==> config.mk <==
export PLATFORM = sky130hd
export DESIGN_NAME = mesi_snoop_arbiter
export DESIGN_NICKNAME = d
export VERILOG_FILES = /design/src/rtl/coherence_pkg.sv /design/src/rtl/rr_arbiter.sv /design/src/rtl/mesi_snoop_arbiter.sv
export SDC_FILE = /design/constraint.sdc
export NUM_CORES = 1
export LEC_CHECK = 0
export CORE_AREA = 4 4 119 121
export CTS_CLUSTER_SIZE = 25
export DETAILED_ROUTE_END_ITERATION = 12
export DIE_AREA = 0 0 123 125
export PLACE_DENSITY_LB_ADDON = 0.15
export SYNTH_ARGS = -nofsm -noshare
export SYNTH_HDL_FRONTEND = slang
export SYNTH_SLANG_ARGS = --single-unit
export TNS_END_PERCENT = 1
==> constraint.sdc <==
create_clock -name CLK -period 3.34 [get_ports CLK]
set_clock_uncertainty 0.2 [all_clocks]
set_input_delay 0.668 -clock CLK [delete_from_list [all_inputs] [get_ports CLK]]
set_output_delay 0.668 -clock CLK [all_outputs]
set_load 0.01 [all_outputs]
==> src/rtl/coherence_pkg.sv <==
// Shared coherence types for the snoop-bus arbiter: end states, bus word type,
// default block size and the arbiter FSM state encoding.
package coherence_pkg;

   localparam int unsigned DEFAULT_BLOCK_SIZE = 2;

   typedef logic [31:0] word_t;

   // Final state handed to the requesting cache; MODIFIED doubles as the reset value
   typedef enum logic [1:0] {
      MODIFIED  = 2'd0,
      EXCLUSIVE = 2'd1,
      SHARED    = 2'd2,
      INVALID   = 2'd3
   } cc_end_state;

   typedef enum logic [2:0] {
      StIdle  = 3'd0,
      StSnoop = 3'd1,
      StWb    = 3'd2,
      StMemRd = 3'd3,
      StDone  = 3'd4
   } arb_state_e;

   // Width of a word index within a block, never less than one bit
   function automatic int unsigned idx_width(input int unsigned block_size);
      return (block_size > 1) ? $clog2(block_size) : 1;
   endfunction

endpackage

==> src/rtl/rr_arbiter.sv <==
// Round-robin arbiter: one-hot grant to the lowest requester at or after the
// pointer; the pointer moves past the winner only when advance is asserted.
module rr_arbiter #(
   parameter int unsigned N = 2
) (
   input  logic         clk,
   input  logic         rst,
   input  logic [N-1:0] req,
   input  logic         advance,
   output logic [N-1:0] grant
);

   localparam int unsigned PTR_W = (N > 1) ? $clog2(N) : 1;

   logic [PTR_W-1:0] ptr_q, ptr_d;

   // Search N positions starting at the pointer, wrapping at N
   always_comb begin
      int unsigned      j;
      logic [PTR_W-1:0] jj;
      logic             found;
      j     = 0;
      jj    = '0;
      found = 1'b0;
      grant = '0;
      ptr_d = ptr_q;
      for (int unsigned k = 0; k < N; k++) begin
         j = 32'(ptr_q) + k;
         if (j >= N) j = j - N;
         jj = PTR_W'(j);
         if (!found && req[jj]) begin
            found     = 1'b1;
            grant[jj] = 1'b1;
            if (advance) ptr_d = (j == N - 1) ? '0 : PTR_W'(j + 1);
         end
      end
   end

   // Pointer register
   always_ff @(posedge clk) begin
      if (rst) ptr_q <= '0;
      else     ptr_q <= ptr_d;
   end

endmodule

==> src/rtl/mesi_snoop_arbiter.sv <==
// MESI snoop-bus arbiter: grants one L1 miss at a time, snoops the other caches,
// writes back a dirty owner's block, then returns the block to the requester.
// Optional feature macro CACHE_TO_CACHE_EN: the dirty owner's writeback data is
// also forwarded to the requester and the memory refetch is skipped.
module mesi_snoop_arbiter
   import coherence_pkg::*;
#(
   parameter int unsigned  N_CACHES   = 2,
   parameter int unsigned  BLOCK_SIZE = DEFAULT_BLOCK_SIZE,
   localparam int unsigned IDX_W      = idx_width(BLOCK_SIZE)
) (
   input  logic                       CLK,
   input  logic                       RST,
   input  logic [N_CACHES-1:0]        req_valid,
   input  logic [N_CACHES-1:0]        req_write,
   input  logic [N_CACHES-1:0][31:0]  req_addr,
   output logic [N_CACHES-1:0]        grant,
   output logic                       resp_valid,
   output logic [31:0]                resp_data,
   output logic [IDX_W-1:0]           resp_idx,
   output logic                       resp_done,
   output cc_end_state                resp_state,
   output logic [N_CACHES-1:0]        snoop_req,
   output logic [31:0]                snoop_addr,
   output logic                       snoop_inv,
   output logic [IDX_W-1:0]           snoop_idx,
   input  logic [N_CACHES-1:0]        snoop_hit,
   input  logic [N_CACHES-1:0]        snoop_dirty,
   input  logic [N_CACHES-1:0][31:0]  snoop_data,
   output logic                       mem_ren,
   output logic                       mem_wen,
   output logic [31:0]                mem_addr,
   output logic [31:0]                mem_wdata,
   input  logic [31:0]                mem_rdata,
   input  logic                       mem_ready
);

   localparam int unsigned OWN_W = $clog2(N_CACHES);

   arb_state_e          state_q, state_d;
   logic [N_CACHES-1:0] grant_q, grant_d;
   word_t               addr_q, addr_d;
   logic                write_q, write_d;
   logic [OWN_W-1:0]    owner_q, owner_d;
   logic [IDX_W-1:0]    idx_q, idx_d;
   cc_end_state         end_q, end_d;

   logic [N_CACHES-1:0] arb_grant;
   logic                arb_advance;
   logic [OWN_W-1:0]    req_sel;
   logic [OWN_W-1:0]    dirty_sel;
   logic [N_CACHES-1:0] others, dirty_o, hit_o;
   logic                last_word;
   word_t               word_addr;

   rr_arbiter #(
      .N (N_CACHES)
   ) u_rr_arbiter (
      .clk     (CLK),
      .rst     (RST),
      .req     (req_valid),
      .advance (arb_advance),
      .grant   (arb_grant)
   );

   // Snoop responses from everyone but the requester; a dirty copy is also a hit
   assign others    = ~grant_q;
   assign dirty_o   = snoop_dirty & others;
   assign hit_o     = (snoop_hit | snoop_dirty) & others;
   assign last_word = (idx_q == IDX_W'(BLOCK_SIZE - 1));
   assign word_addr = addr_q + (32'(idx_q) << 2);

   // One-hot to index for the new grant, and lowest-index dirty owner
   always_comb begin
      req_sel   = '0;
      dirty_sel = '0;
      for (int i = int'(N_CACHES) - 1; i >= 0; i--) begin
         if (arb_grant[i]) req_sel = OWN_W'(i);
         if (dirty_o[i])   dirty_sel = OWN_W'(i);
      end
   end

   // Next-state and output decode
   always_comb begin
      state_d     = state_q;
      grant_d     = grant_q;
      addr_d      = addr_q;
      write_d     = write_q;
      owner_d     = owner_q;
      idx_d       = idx_q;
      end_d       = end_q;
      arb_advance = 1'b0;
      resp_valid  = 1'b0;
      resp_data   = '0;
      resp_idx    = '0;
      resp_done   = 1'b0;
      snoop_req   = '0;
      snoop_addr  = '0;
      snoop_inv   = 1'b0;
      snoop_idx   = '0;
      mem_ren     = 1'b0;
      mem_wen     = 1'b0;
      mem_addr    = '0;
      mem_wdata   = '0;

      unique case (state_q)
         StIdle: begin
            if (|req_valid) begin
               arb_advance = 1'b1;
               grant_d     = arb_grant;
               addr_d      = req_addr[req_sel];
               write_d     = req_write[req_sel];
               state_d     = StSnoop;
            end
         end
         StSnoop: begin
            snoop_req  = others;
            snoop_addr = addr_q;
            snoop_inv  = write_q;
            idx_d      = '0;
            end_d      = write_q ? MODIFIED : ((|hit_o) ? SHARED : EXCLUSIVE);
            if (|dirty_o) begin
               owner_d = dirty_sel;
               state_d = StWb;
            end else begin
               state_d = StMemRd;
            end
         end
         StWb: begin
            mem_wen            = 1'b1;
            mem_addr           = word_addr;
            mem_wdata          = snoop_data[owner_q];
            snoop_req[owner_q] = 1'b1;
            snoop_addr         = addr_q;
            snoop_idx          = idx_q;
`ifdef CACHE_TO_CACHE_EN
            if (mem_ready) begin
               resp_valid = 1'b1;
               resp_data  = snoop_data[owner_q];
               resp_idx   = idx_q;
            end
`endif
            if (mem_ready) begin
               if (last_word) begin
                  idx_d = '0;
`ifdef CACHE_TO_CACHE_EN
                  state_d = StDone;
`else
                  state_d = StMemRd;
`endif
               end else begin
                  idx_d = idx_q + IDX_W'(1);
               end
            end
         end
         StMemRd: begin
            mem_ren  = 1'b1;
            mem_addr = word_addr;
            if (mem_ready) begin
               resp_valid = 1'b1;
               resp_data  = mem_rdata;
               resp_idx   = idx_q;
               if (last_word) begin
                  idx_d   = '0;
                  state_d = StDone;
               end else begin
                  idx_d = idx_q + IDX_W'(1);
               end
            end
         end
         StDone: begin
            resp_done = 1'b1;
            grant_d   = '0;
            state_d   = StIdle;
         end
         default: begin
            grant_d = '0;
            idx_d   = '0;
            state_d = StIdle;
         end
      endcase
   end

   assign grant      = grant_q;
   assign resp_state = end_q;

   // State registers; reset drops any transaction in flight
   always_ff @(posedge CLK) begin
      if (RST) begin
         state_q <= StIdle;
         grant_q <= '0;
         addr_q  <= '0;
         write_q <= 1'b0;
         owner_q <= '0;
         idx_q   <= '0;
         end_q   <= MODIFIED;
      end else begin
         state_q <= state_d;
         grant_q <= grant_d;
         addr_q  <= addr_d;
         write_q <= write_d;
         owner_q <= owner_d;
         idx_q   <= idx_d;
         end_q   <= end_d;
      end
   end

endmodule

**Word level (Yosys, flattened, before mapping)**

Index checks and enable logic that the tools add are counted.

- $add $sub $neg: 7
- $lt $le $gt $ge: 9
- Equality and inequality tests: 12
- Muxes and demuxes: 62
- Bitwise operators: 7
- Reduce and logical (&&, ||, !) cells: 18

Operators with widths:

| cell | count |
|---|---|
| $mux 32 | 11 |
| $eq 32x1->1 const B | 2 |
| $mux 1 | 34 |
| $add 32x3->32 | 1 |
| $ge 32x2->1 const B | 1 |
| $sub 32x2->32 const B | 1 |
| $mux 3 | 5 |
| $pmux 3 s4 | 1 |
| $reduce_or 2->1 | 6 |
| $mux 2 | 5 |
| $ne 2x2->1 const B | 5 |
| $lt 1x2->1 const B | 4 |
| $pmux 2 s2 | 2 |
| $reduce_and 2->1 | 4 |
| $eq 3x2->1 const B | 2 |
| $reduce_and 5->1 | 1 |
| $and 2x2->2 | 2 |
| $logic_and 1x1->1 | 4 |
| $or 2x2->2 | 2 |
| $add 1x1->1 const B | 3 |
| $demux 1 s1 | 3 |
| $eq 3x1->1 const B | 1 |
| $eq 3x3->1 const B | 1 |
| $ge 1x1->1 const B | 3 |
| 10 further kinds | 11 |

- Flip-flop bits (word level): 43
- Bits of input ports: 171
- Output and inout port bits: 141
- Logic and storage cells: 123

**Logic depth before layout (Yosys ltp)**

Gate-level depths: netlist (run 1).

- Depth after elaboration: 13
- Depth in mapped cells: 8
- Mapped depth without buffers: 7

**By module**

Synthesis (run 1) repeated with hierarchy kept, for this count alone.

- Cell total of the unflattened synthesis: 497
- Area, all modules: 3686.0 µm²

Modules (own cells, without submodules):

| module | times used | cells each | area an instance (µm²) | seq. area each (µm²) |
|---|---|---|---|---|
| mesi_snoop_arbiter | 1 | 485 | 3582.2 | 840.8 |
| rr_arbiter | 1 | 12 | 103.8 | 20.0 |

**Worst setup path after synthesis (run 1)**

Ideal clock, no wire load.

- Path kind: register -> output
- Start point: reg idx_q
- End point: out mem_addr[29]
- Arrival: 1.829 ns
- Data required time: 2.472 ns
- Setup slack: 0.643 ns
- Stages on the path, launching flop included: 7
- Path through: dfxtp_1 ha_1 clkbuf_1 nand4_4 buf_6 or4_1 a21oi_1

- Word-level cells in the longest chain between the ends: 2

Ends and longest elaborated chain:

| item | line | text |
|---|---|---|
| start: declaration | mesi_snoop_arbiter.sv:45 | `logic [IDX_W-1:0] idx_q, idx_d;` |
| start signal: assignment | mesi_snoop_arbiter.sv:203 | `idx_q <= idx_d;` |
| $add 32x3->32 | mesi_snoop_arbiter.sv:71 | `assign word_addr = addr_q + (32'(idx_q) << 2);` |
| $mux 32 | mesi_snoop_arbiter.sv:106 | `unique case (state_q)` |
| end: declaration | mesi_snoop_arbiter.sv:32 | `output logic [31:0] mem_addr,` |

No other way between the ends.

**Worst setup path in the final report (run 1)**

- Start point: reg addr_q[6]
- End point: out mem_addr[21]

- Word-level cells in the longest chain between the ends: 2

Ends and longest elaborated chain:

| item | line | text |
|---|---|---|
| start: declaration | mesi_snoop_arbiter.sv:42 | `word_t addr_q, addr_d;` |
| start signal: assignment | mesi_snoop_arbiter.sv:200 | `addr_q <= addr_d;` |
| $add 32x3->32 | mesi_snoop_arbiter.sv:71 |  |
| $mux 32 | mesi_snoop_arbiter.sv:106 |  |

No other way between the ends.

==> results of run 1 <==
sequential cells by signal, indices dropped and copies added, names as in the netlist, named ones only:
name        count
addr_q         32
state_q         3
grant           2
resp_state      2
idx_q           1
owner_q         1
write_q         1
per-layer routing:
metal  vias to the layer above  global-route usage (%)  part of all wire (%)
met1                      2212                    22.5                    36
met4                         0                    5.47                   1.9
met5                         -                       0                     0
met3                        19                    6.41                   9.1
met2                       219                    42.3                    53
li1                       2393                       -                     -
cells by family after synthesis:
family	count (synthesis)	share of synthesized area [%]
compound gates	85	15.5
simple gates	240	33.5
xor+xnor	12	2.80
flops	43	23.0
fa+ha+maj	4	1.34
mux	66	17.6
buf+inv	56	6.28
per-stage QoR:
| step | std cells | cell area, sq um | total power, mW | hold WS (ns) |
|---|---|---|---|---|
| final | 983 | 7330 | 2.28 | 0.252 |
| after global routing | 983 | 7330 | 2.44 | 0.292 |
| after CTS | 981 | 7300 | 2.31 | 0.257 |
| after detailed placement | 974 | 7140 | 1.84 | 0.247 |
| after global placement | 974 | 7140 | 1.82 | 0.246 |
| after floorplan | 506 | 3750 | 1.19 | 0.276 |
worst register-to-register path, stage by stage (launching register included):
cell and delay, ns:
dfxtp_1 0.33, buf_4 0.18, nor4_2 0.45, inv_1 0.09
ha_1 0.32, nand2_1 0.07, o41ai_1 0.07, a211oi_1 0.24
repair_timing:
action	4_1_cts	5_1_grt
gates resized for setup	23	7
endpoints found under the setup margin	15	7
hold buffers	0	0
pin swaps	2	1
cloned	1	0
buffers inserted	0	2
worst min-delay path by stage:
stage / end / slack, ns / startpoint / cells past startpoint
floorplan: resp_state[0] / 0.28 / resp_state[0] / 2
global placement: resp_state[0] / 0.25 / resp_state[0] / 2
detailed placement: resp_state[0] / 0.25 / resp_state[0] / 2
CTS: resp_state[0] / 0.26 / resp_state[0] / 2
global route: resp_state[0] / 0.29 / resp_state[0] / 2
finish: resp_state[0] / 0.25 / resp_state[0] / 2
power breakdown:
part	switching (mW)	leakage, nW	internal [mW]
sequential	0.0985	0.358	0.593
clock	0.191	0.0628	0.269
combinational	0.501	2.48	0.627
placed cells by master, fill, tap and decap left out, types with 2 or more instances in the layout:
master / count
buf_4: 27
inv_1: 9
mux2i_1: 66
nor3_1: 8
nor2b_1: 2
nand2b_1: 5
o22ai_1: 2
ha_1: 3
nor4_2: 2
buf_12: 3
or3_1: 3
or4_1: 11
dlygate4sd2_1: 10
nand2_1: 19
xnor2_1: 3
nor2_1: 91
and4_1: 3
a211oi_1: 35
o31ai_1: 12
a21oi_1: 19
and3_1: 3
clkdlybuf4s50_1: 295
nand4_1: 8
dlymetal6s2s_1: 5
dfxtp_2: 6
and2_1: 67
o21ai_0: 6
xor2_1: 9
and4_4: 2
dfxtp_1: 37
clkbuf_16: 5
nand3_1: 8
Yosys cell counts, types with 4 or more instances:
cell type  number
nor3_1          8
o21ai_0         7
ha_1            4
nand2b_1        5
nand3_1         9
a21oi_1        19
nor2_1         91
a211oi_1       35
dfxtp_1        43
inv_1           9
mux2i_1        66
nand4_1         8
buf_1           5
and2_1         67
or4_1          11
buf_2           8
clkbuf_1       32
and4_1          6
nand2_1        19
xor2_1          9
and3_1          4
o31ai_1        12
area by class of cell:
| type | instances | area, sq um |
|---|---|---|
| repair buffers | 341 | 3370 |
| inverters | 9 | 33.8 |
| multi-input cells | 408 | 2710 |
| fillers | 1186 | 5750 |
| well taps | 176 | 220 |
| flip-flops and latches | 43 | 868 |
| clock buffers | 6 | 129 |
==> impl_metrics.yaml, run 1 <==
route:
  route.detailed.drc: 0
  drtIter0Drc: 264
  wire_per_inst_microns: 17.9
  viasPerCell: 4.93
  vias: 4843
  drt-total-wl_microns: 17600
  drtPass1Iterations: 4
  ant_nets: 0
timing:
  finalSetupViolations: 0
  tns_ns: 0
  fin_crit_sh_pct: 96.3
  slew_headroom_pct: 43.1
  hold_viol: 0
  layout_min_cycle_time_ns: 3.22
  slew_viol_final: 0
  tightestPinTransition_ns: 0.854
  grt_setup_unrepaired: "no"
  fmax_mhz: 311
  worst_slack_ns: 0.123
layout:
  diodes: 0
  area_growth_syn_to_layout_pct: 95.7
  drive_gt1_share_pct: 6.69
  final_nets: 983
  fin_util_pct: 56.1
clocking:
  cts_buffers: 5
  clock_latency_ns: 0.28
  clkSlewWorstSetupHoldPaths_ns: 0.06
  root_buffer: "clkbuf_16"
  cts_tree: "yes"
  cts_num_sinks: 43
  cts_max_path_buffers: 2
  cts-htree-levels: 2
setup_path:
  slowest_stage: "clkdlybuf4s50_1"
  path_delay_family: "buffers and inverters"
  rr_worst_depth: 7
  r2r_slack_ns: 1.29
  arrival_ns: 2.35
  cp.required_ns: 2.47
  critical_path.cell_chain: "and4_4 > buf_4 > and4_2 > nand3_1 > a21oi_1 > clkdlybuf4s50_1"
  worstSetupEndpoint: "mem_addr[21]"
  crit_path_start_kind: "register"
  startpoint: "addr_q[6]"
  criticalPathCategory: "register to primary output"
  critPathBufInv: 2
  path_depth: 6
  r2r_start: "state_q[0]"
  path_max_fanout: 7
  slowest_delay_ns: 0.59
  end_kind: "primary output"
yosys:
  yosysUniqueCellTypes: 42
  synth-seq-cells: 43
  synth_edf_count: 0
  syn_area_sq_um: 3750
  seq_area_frac_synth_pct: 23.0
  synthCells: 506
  ys_top_cells_by_area: "dfxtp_1 (23%), mux2i_1 (18%), and2_1 (11%), nor2_1 (9.1%), a211oi_1 (7.0%)"
  synthDominantCellAreaShare_pct: 23.0
  synth_async_sr_flop_share_pct: 0
  synth_area_leader_cell: "dfxtp_1"
  yosys_most_used_dff: "dfxtp_1"
  synth.net_count: 681
  syn_avg_cell_area_sq_um: 7.41
  yosys_warnings: 0
place:
  dp_hpwl_microns: 14100
  dp_worst_setup_slack_ns: 0.112
  io_buffers: 311
  finalWeightedCongestion: 0.872
grt:
  grt_pass1_vias: 4963
  grt_max_degree: 67
  grt_overflow: 0
  track_usage_pct: 21.9
  antenna_found_initial: 0
  grt_pass1_wl_microns: 26400
floorplan:
  die_h_microns: 125
  design.portCount: 312
  die_w_microns: 123
  initial_core_util_pct: 28.6
  core_sq_um: 13100
  rows: 42
  dieArea_sq_um: 15400
power:
  ir_drop_v: 0.000175
  leakage_nw: 2.90
  power_density_nw_per_um2: 311
min_path:
  hp-class: "register to register"
run_status:
  outcome: "finished clean"
job:
  cap_viol_max_count: 0
Power figures use the tool's default switching activity.
==> inputs of run 2 (changes only) <==
GPL_ROUTABILITY_DRIVEN = 1   (was default)
PLACE_DENSITY = 0.73   (was default)
PLACE_DENSITY_LB_ADDON = default   (was 0.15)
==> run 2 against run 1 <==
Compared with the run above:
- first-iteration DRC count up 98%
- global-route usage down 1.3 points
- largest cell class unchanged
- worst setup slack worse by 0.053 ns
- fmax down 1.6%
- critical endpoint is now mem_addr[23]
- sequential power up 0.6%
- non-clock buffer count down 2
- critical path depth down 1
- design area about the same
- via count up 0.85%
==> impl_metrics.yaml, run 2 (synthesis gave the netlist of run 1 again) <==
run_status:
  outcome: "finished clean"
route:
  wire_per_inst_microns: 17.0
  viasPerCell: 4.97
  ant_nets: 0
  drtPass1Iterations: 6
  route.detailed.drc: 0
  drt-total-wl_microns: 16800
  vias: 4884
  drtIter0Drc: 524
setup_path:
  rr_worst_depth: 6
  cp.required_ns: 2.47
  arrival_ns: 2.40
  crit_path_start_kind: "register"
  path_max_fanout: 13
  r2r_start: "state_q[0]"
  startpoint: "addr_q[19]"
  r2r_slack_ns: 1.33
  worstSetupEndpoint: "mem_addr[23]"
  end_kind: "primary output"
  criticalPathCategory: "register to primary output"
layout:
  fillers: 1168
  ff_latch_area_sq_um: 865
  drive_gt1_share_pct: 6.57
  fin_util_pct: 56.0
  largest_register_ffs: 32
  final_nets: 981
  mostFrequentLayoutCell: "clkdlybuf4s50_1"
  stdcell_area_sq_um: 7330
  reg.largest.list: "addr_q (32), state_q (3)"
  most-common-layout-cells: "clkdlybuf4s50_1 (298), nor2_1 (91), and2_1 (67)"
  final_cells: 983
  area_growth_syn_to_layout_pct: 95.7
  regMostFlops: "addr_q"
  diodes: 0
  multi_input_area_sq_um: 2710
timing:
  fmax_mhz: 306
  slew_viol_final: 0
  tightestPinTransition_ns: 0.872
  fin_crit_sh_pct: 97.9
  timing.hold.ws_ns: 0.276
  hold_viol: 0
  tns_ns: 0
  slew_headroom_pct: 41.9
  finalSetupViolations: 0
  layout_min_cycle_time_ns: 3.27
  worst_slack_ns: 0.0695
  grt_setup_unrepaired: "yes"
power:
  power_density_nw_per_um2: 316
  p_clk_share_pct: 22.0
  ir_drop_v: 0.000181
  power_switching_mw: 0.791
  sequentialPowerShare_pct: 30.0
  intPower_mw: 1.53
  leakage_nw: 2.87
  sw_frac_of_total_pct: 34.1
  p_comb_share_pct: 48.0
  p_total_mw: 2.32
clocking:
  cts-htree-levels: 2
  root_buffer: "clkbuf_16"
  clock_latency_ns: 0.28
  cts_tree: "yes"
  cts_num_sinks: 43
  cts_max_path_buffers: 2
  clkSlewWorstSetupHoldPaths_ns: 0.06
  cts_buffers: 5
grt:
  grt_pass1_wl_microns: 25600
  antenna_found_initial: 0
  grtUsageMet3_pct: 4.52
  grt_pass1_vias: 4987
  track_usage_pct: 20.6
  globalRouteMet2Util_pct: 38.2
  grt_max_degree: 44
  grt_overflow: 0
  grt_most_used_layer: "met2"
  met1_usage_pct: 23.9
floorplan:
  dieArea_sq_um: 15400
  core_sq_um: 13100
  die_w_microns: 123
  die_h_microns: 125
  design.portCount: 312
  initial_core_util_pct: 28.6
  rows: 42
place:
  placed_area_sq_um: 7110
  io_buffers: 311
  placed_cells: 972
  dp_hpwl_microns: 13600
  finalWeightedCongestion: 0.965
  dp_worst_setup_slack_ns: 0.106
min_path:
  hp-class: "register to register"
job:
  cap_viol_max_count: 0
## run 2: area by class of cell
class	instances	share of cell area, %
Clock buffer	8	2.13
Inverter	9	0.461
Multi-Input combinational cell	408	37.0
Sequential cell	43	11.8
Tap cell	176	3.00
Timing Repair Buffer	339	45.6
## run 2: repair_timing
item                       CTS  global route
gates resized for setup     14            12
cloned                       1             0
setup endpoints to repair   15            17
pin swaps                    3             0
setup buffers                2             0
hold buffers                 0             0
## run 2: worst min-delay path by stage
stage / startpoint / end / slack (ns) / cells past startpoint
after global routing: resp_state[0] / resp_state[0] / 0.33 / 2
final: resp_state[0] / resp_state[0] / 0.28 / 2
after global placement: resp_state[0] / resp_state[0] / 0.24 / 2
after CTS: resp_state[0] / resp_state[0] / 0.28 / 2
after floorplan: resp_state[0] / resp_state[0] / 0.28 / 2
after detailed placement: resp_state[0] / resp_state[0] / 0.27 / 2
## run 2: per-layer routing
layer	up-vias	share of wire, %	wire length [microns]
met4	0	1.4	238
li1	2388	-	-
met1	2236	39	6540
met5	-	0	0
met2	238	51	8590
met3	22	8.3	1390
## run 2: critical path: stages (launching register included)
cell and delay (ns):
dfxtp_1 0.40, and4_2 0.30, nand3_4 0.16, or4_1 0.53
a21oi_1 0.16, clkdlybuf4s50_1 0.57
## run 2: power by group through the flow
stage / clock network [mW] / logic, mW / registers, mW
CTS: 0.525 / 1.12 / 0.693
finish: 0.510 / 1.11 / 0.696
floorplan: 0 / 0.522 / 0.668
global route: 0.545 / 1.21 / 0.712
global placement: 0 / 1.10 / 0.694
detailed placement: 0 / 1.12 / 0.701
